$ cat src/rtl/wsack_pkg.sv
// Shared types for the wait-state acknowledge generator: FSM states and the
// per-channel wait table entry. CW, the wait-count width, lives here because the table types derive from it.
package wsack_pkg;

    localparam int CW = 4;

    typedef logic [CW-1:0] wait_t;

    typedef struct packed {
        wait_t rd;
        wait_t wr;
    } tbl_entry_t;

    typedef enum logic [2:0] {
        ST_IDLE,
        ST_WAIT,
        ST_STRETCH,
        ST_ACK,
        ST_HOLD
    } state_t;

endpackage

$ cat src/rtl/ack_wait_ctr.sv
// Loadable down-counter with clock enable and zero flag, plus a saturating
// up-count mode; serves as both the wait-state and the timeout counter.
module ack_wait_ctr #(
    parameter int           W   = 4,
    parameter logic [W-1:0] MAX = '1
) (
    input  logic         clk,
    input  logic         rst,
    input  logic         ce,
    input  logic         clr,
    input  logic         ld,
    input  logic [W-1:0] ld_val,
    input  logic         dec,
    input  logic         inc,
    output logic [W-1:0] cnt,
    output logic         zero
);

    always_ff @(posedge clk) begin
        // NOTE: state registers use <= so every flop samples pre-edge values.
        if (rst) begin
            cnt <= '0;
        end else if (ce) begin
            if (clr) begin
                cnt <= '0;
            end else if (ld) begin
                cnt <= ld_val;
            end else if (dec && (cnt != '0)) begin
                cnt <= cnt - W'(1);
            end else if (inc && (cnt != MAX)) begin
                cnt <= cnt + W'(1);
            end
        end
    end

    assign zero = (cnt == '0);

endmodule

$ cat src/rtl/wait_state_ack_gen.sv
// Multi-channel bus acknowledge generator: per-channel programmable read/write
// wait states, slave ready-stretch with timeout, abort, pulse or level ack.
module wait_state_ack_gen
    import wsack_pkg::*;
#(
    parameter int NCH       = 4,
    parameter int RD_WAIT   = 3,
    parameter int WR_WAIT   = 0,
    parameter int TMO       = 255,
    parameter int ACK_PULSE = 1,
    localparam int CHW      = (NCH > 1) ? $clog2(NCH) : 1
) (
    input  logic           clk_i,
    input  logic           rst_i,
    input  logic           ce_i,
    input  logic           stb_i,
    input  logic           we_i,
    input  logic [NCH-1:0] cs_i,
    input  logic           rdy_i,
    input  logic           cfg_we_i,
    input  logic [CHW-1:0] cfg_ch_i,
    input  logic [CW-1:0]  cfg_rd_i,
    input  logic [CW-1:0]  cfg_wr_i,
    output logic           ack_o,
    output logic           err_o,
    output logic           busy_o,
    output logic [CHW-1:0] ch_o
);

    localparam int TW = (TMO > 0) ? $clog2(TMO + 1) : 1;

    tbl_entry_t     tbl [NCH];
    state_t         state;
    state_t         state_nxt;
    logic [CHW-1:0] sel_ch;
    logic [CHW-1:0] ch_q;
    wait_t          ld_val;
    wait_t          wait_cnt;
    logic           wait_zero;
    logic [TW-1:0]  tmo_cnt;
    logic           unused_tmo_zero;
    logic           tmo_hit;
    logic           start;
    logic           err_set;
    logic           ack_q;
    logic           err_q;

    function automatic logic [CHW-1:0] lowest_set(input logic [NCH-1:0] v);
        logic [CHW-1:0] idx;
        idx = '0;
        for (int i = NCH - 1; i >= 0; i--) begin
            if (v[i]) idx = CHW'(i);
        end
        return idx;
    endfunction

    assign sel_ch = lowest_set(cs_i);
    // Read before the table update on the same edge, so a colliding write is not seen.
    assign ld_val = we_i ? tbl[sel_ch].wr : tbl[sel_ch].rd;

    always_ff @(posedge clk_i) begin
        // NOTE: the table is a flop array, so resetting it to defaults is cheap and intended.
        if (rst_i) begin
            for (int i = 0; i < NCH; i++) begin
                tbl[i] <= '{rd: wait_t'(RD_WAIT), wr: wait_t'(WR_WAIT)};
            end
        end else if (cfg_we_i && (int'(cfg_ch_i) < NCH)) begin
            tbl[cfg_ch_i] <= '{rd: cfg_rd_i, wr: cfg_wr_i};
        end
    end

    ack_wait_ctr #(
        .W   (CW),
        .MAX ('1)
    ) u_wait_ctr (
        .clk    (clk_i),
        .rst    (rst_i),
        .ce     (ce_i),
        .clr    (1'b0),
        .ld     (start),
        .ld_val (ld_val),
        .dec    (state == ST_WAIT),
        .inc    (1'b0),
        .cnt    (wait_cnt),
        .zero   (wait_zero)
    );

    ack_wait_ctr #(
        .W   (TW),
        .MAX (TW'(TMO))
    ) u_tmo_ctr (
        .clk    (clk_i),
        .rst    (rst_i),
        .ce     (ce_i),
        .clr    (state != ST_STRETCH),
        .ld     (1'b0),
        .ld_val ('0),
        .dec    (1'b0),
        .inc    ((state == ST_STRETCH) && !rdy_i),
        .cnt    (tmo_cnt),
        .zero   (unused_tmo_zero)
    );

    // The low-ready cycle that would take the count to TMO is the one that times out.
    assign tmo_hit = (TMO != 0) && (tmo_cnt == TW'(TMO - 1));

    always_comb begin
        // NOTE: defaults first on every comb output keep all paths latch-free.
        state_nxt = state;
        start     = 1'b0;
        err_set   = 1'b0;
        case (state)
            ST_IDLE: begin
                if (stb_i && (|cs_i)) begin
                    start     = 1'b1;
                    state_nxt = (ld_val != '0) ? ST_WAIT : ST_STRETCH;
                end
            end
            ST_WAIT: begin
                if (!stb_i) begin
                    state_nxt = ST_IDLE;
                end else if ((wait_cnt == CW'(1)) || wait_zero) begin
                    state_nxt = ST_STRETCH;
                end
            end
            ST_STRETCH: begin
                if (!stb_i) begin
                    state_nxt = ST_IDLE;
                end else if (rdy_i) begin
                    state_nxt = ST_ACK;
                end else if (tmo_hit) begin
                    err_set   = 1'b1;
                    state_nxt = ST_HOLD;
                end
            end
            ST_ACK: begin
                if (ACK_PULSE != 0) begin
                    state_nxt = ST_HOLD;
                end else if (!stb_i) begin
                    state_nxt = ST_IDLE;
                end
            end
            ST_HOLD: begin
                if (!stb_i) state_nxt = ST_IDLE;
            end
            default: state_nxt = ST_IDLE;
        endcase
    end

    always_ff @(posedge clk_i) begin
        if (rst_i) begin
            state <= ST_IDLE;
            ch_q  <= '0;
            ack_q <= 1'b0;
            err_q <= 1'b0;
        end else if (ce_i) begin
            state <= state_nxt;
            ack_q <= (state_nxt == ST_ACK);
            err_q <= err_set;
            if (start) ch_q <= sel_ch;
        end
    end

    assign ack_o  = ack_q;
    assign err_o  = err_q;
    assign busy_o = (state != ST_IDLE);
    assign ch_o   = ch_q;

endmodule
$ cat config.mk
export PLATFORM = sky130hd
export DESIGN_NAME = wait_state_ack_gen
export DESIGN_NICKNAME = d
export VERILOG_FILES = /design/src/rtl/wsack_pkg.sv /design/src/rtl/ack_wait_ctr.sv /design/src/rtl/wait_state_ack_gen.sv
export SDC_FILE = /design/constraint.sdc
export NUM_CORES = 1
export LEC_CHECK = 0
export CAP_MARGIN = 20
export CORE_UTILIZATION = 42
export DETAILED_ROUTE_END_ITERATION = 7
export HOLD_SLACK_MARGIN = 0.05
export PLACE_DENSITY = 0.75
export SLEW_MARGIN = 10
export SYNTH_ARGS = -nofsm -noshare
export SYNTH_HDL_FRONTEND = slang
export SYNTH_SLANG_ARGS = --single-unit
export TNS_END_PERCENT = 10
$ cat constraint.sdc
create_clock -name clk_i -period 2 [get_ports clk_i]
set_clock_uncertainty 0.15 [all_clocks]
set_input_delay 0.4 -clock clk_i [delete_from_list [all_inputs] [get_ports clk_i]]
set_output_delay 0.4 -clock clk_i [all_outputs]
set_load 0.1 [all_outputs]
==> results.sh <==
export IMPL_status="complete, no violations"
export IMPL_dieArea_um2=6925
export IMPL_worst_setup_path_end_kind="flop"
export IMPL_vias=2157
export IMPL_startpoint_type="flop"
export IMPL_cap_viol_max_count=0
export IMPL_synthFlopType="edfxtp_1"
export IMPL_cpLargestDelayFamily="simple AND/OR/NAND/NOR gates"
export IMPL_n_antenna_cell=0
export IMPL_clock_sinks=51
export IMPL_first_pass_iters=6
export IMPL_cts_hold_buf=0
export IMPL_synth_edff_count=32
export IMPL_synth_area_per_cell_um2=10.45
export IMPL_crit_chain="or3_4, nor3_4, buf_6, o21ai_2, or3_1, a31oi_1"
export IMPL_grt_pass1_vias=2138
export IMPL_grt_max_degree=20
export IMPL_yosys_warnings=0
export IMPL_final_cell_mix="edfxtp_1 (32), buf_4 (26), and2_1 (25)"
export IMPL_cts_reportedPaths_clkPinSlew_ns=0.09
export IMPL_pwr_share_seq_pct=51.8
export IMPL_fin_area_um2=3508
export IMPL_place_area_um2=3326
export IMPL_drc=0
export IMPL_num_fill_cells=531
export IMPL_syn_cell_area_um2=2770
export IMPL_drtIter0Drc=141
export IMPL_gp_congestion=0.8497
export IMPL_cpPeakStageDelay_ns=0.42
export IMPL_antenna_found_initial=0
export IMPL_cts_made_buffers=5
export IMPL_ant_nets=0
export IMPL_timing_critical_path_buf_inv=1
export IMPL_fin_nets=343
export IMPL_layout_drive_gt1_share_pct=22.64
export IMPL_ys_ff_latch=51
export IMPL_wl_per_cell_um=15.31
export IMPL_fmax_mhz=524.4
export IMPL_core_area_um2=6350
export IMPL_ir_worst_vdd_mv=0.4381
export IMPL_power_leakage_uw=0.001295
export IMPL_pwr_share_clk_pct=30.1
export IMPL_insertion_delay_ns=0.30
export IMPL_final_common_cell="edfxtp_1"
export IMPL_cts_max_path_buffers=2
export IMPL_initial_core_util_pct=43.63
export IMPL_syn_inst=265
export IMPL_track_usage_pct=17.95
export IMPL_hold_class="flop to flop"
export IMPL_swShare_pct=25.11
export IMPL_die_x_um=83.22
export IMPL_dieHeight_um=83.22
export IMPL_finalPower_uw=2348
export IMPL_root_buffer="clkbuf_8"
export IMPL_drt_total_wl_mm=6.048
export IMPL_internal_power_uw=1758
export IMPL_required_ns=2.08
export IMPL_finalHoldViolCount=0
export IMPL_async_reset_ff_share_pct=0
export IMPL_post_route_period_util_pct=95.35
export IMPL_cts_tree="yes"
export IMPL_rsz0062_at_grt="false"
export IMPL_ys_seq_area_share_pct=48.42
export IMPL_boundaryPins=26
export IMPL_synth_nets=291
export IMPL_worstMarginPinSlew_ns=0.3503
export IMPL_path_max_fanout=9
export IMPL_grt_pass1_wl_mm=9.970
export IMPL_p_sw_uw=589.6
export IMPL_drv_slew=0
export IMPL_ys_types=51
export IMPL_dp_hpwl_mm=4.534
export IMPL_setup_violations=0
export IMPL_slowest_stage="or3_4"
export IMPL_rows=29
export IMPL_critical_path_arrival_ns=1.98
export IMPL_area_growth_pct=26.65
export IMPL_viasPerCell=5.461
export IMPL_io_buffers=25
export IMPL_grt_overflow_total=0
export IMPL_layout_min_cycle_time_ns=1.907
export IMPL_maxSlewHeadroom_pct=76.60
export IMPL_crit_type="flop to flop"
export IMPL_htreeDepth=2
export IMPL_power_density_nw_per_um2=669.2
export IMPL_combPwrFrac_pct=18.1
[metal layers]
metal | part of all wire, % | wire length (µm) | vias up | global-route usage [%]
met1 | 45 | 2713 | 1001 | 21.97
met5 | 0 | 0 | - | 0
li1 | - | - | 1085 | -
met4 | 3.1 | 189 | 0 | 7.053
met3 | 2.7 | 163 | 16 | 2.883
met2 | 49 | 2982 | 55 | 31.52
[timing repair]
item	CTS	global route
gates cloned	0	1
gates resized for setup	12	10
buffers inserted	0	0
pin swaps	3	1
setup endpoints to repair	7	8
[final cells by class]
| class | instances | area (µm²) | share of cell area, % |
|---|---|---|---|
| multi-input cells | 197 | 1388 | 39.55 |
| clock buffers | 5 | 68.82 | 1.961 |
| flip-flops and latches | 51 | 1341 | 38.23 |
| clock inverters | 3 | 43.79 | 1.248 |
| well taps | 77 | 96.34 | 2.746 |
| repair buffers | 55 | 544.3 | 15.51 |
| inverters | 7 | 26.28 | 0.7489 |
[cells in the mapped netlist (3+ instances only)]
cell,number,area share [%]
dfxtp_1,19,14
or3_1,6,1.4
nor2b_1,6,1.4
a21oi_1,20,3.6
clkbuf_1,3,0.41
nand2b_1,20,4.5
nor3b_1,4,1.1
nor2_1,15,2.0
a21bo_2,4,1.4
o21ai_0,8,1.4
o31ai_1,3,0.81
nand4_1,4,0.90
nor3_1,4,0.72
nand3b_1,10,2.7
ha_1,5,2.3
nand2_1,7,0.95
inv_1,7,0.95
a221o_1,8,2.9
edfxtp_1,32,35
a21o_1,5,1.4
o22ai_1,4,0.90
nand3_1,3,0.54
and2_1,25,5.6
or2_2,5,1.1
[final timing paths]
path | slack (ns) | from | end | cells past startpoint
worst min-delay path | 0.36 | ch_o[0] | ch_o[0] | 2
worst max register to register | 0.09 | state[1] | u_wait_ctr.cnt[0] | 6
worst max-delay path | 0.09 | state[1] | u_wait_ctr.cnt[0] | 6
worst min register to register | 0.36 | ch_o[0] | ch_o[0] | 2
[sequential cells by signal (all words and copies together) (netlist names)]
signal	cells
u_tmo_ctr.cnt	8
ch_o	2
state	3
ack_o	1
tbl	32
err_o	1
u_wait_ctr.cnt	4
[stage by stage]
step                cells  hold WS, ns  worst slack [ns]   TNS, ns  util (%)
global route          395       0.3856           0.01241         0     55.25
detailed placement    386       0.3529           -0.4657    -3.007     52.37
CTS                   394       0.3643          -0.03970  -0.08751     54.78
global placement      386       0.3331           -0.4232    -2.809     52.37
finish                395       0.3587           0.09294         0     55.25
floorplan             265       0.3176          -0.04297  -0.07641         -
[kinds of logic (layout without fill, tap and decap cells)]
family,after synthesis,after routing,share of synthesized area (%)
simple gates,117,117,26.42
fa+ha+maj,5,5,2.258
mux,2,2,0.7227
flops,51,51,48.42
buf+inv,17,70,3.613
xor+xnor,4,4,1.265
compound gates,69,69,17.30
[worst reg2reg max path: cells and delay by family, from the launching register on]
family                 cells  cell delay, ns
and+or+nand+nor            3            0.95
AOI/OAI and AO/OA          2            0.26
DFF                        1            0.32
buffers and inverters      1            0.16
[power groups by stage]
stage / registers, µW / logic (µW) / clock network, µW
floorplan: 1240 / 237 / 0
global placement: 1240 / 395 / 0
detailed placement: 1240 / 402 / 0
CTS: 1220 / 413 / 717
global route: 1220 / 465 / 757
finish: 1220 / 425 / 706
Note: power is estimated with default switching activity, not from simulation.
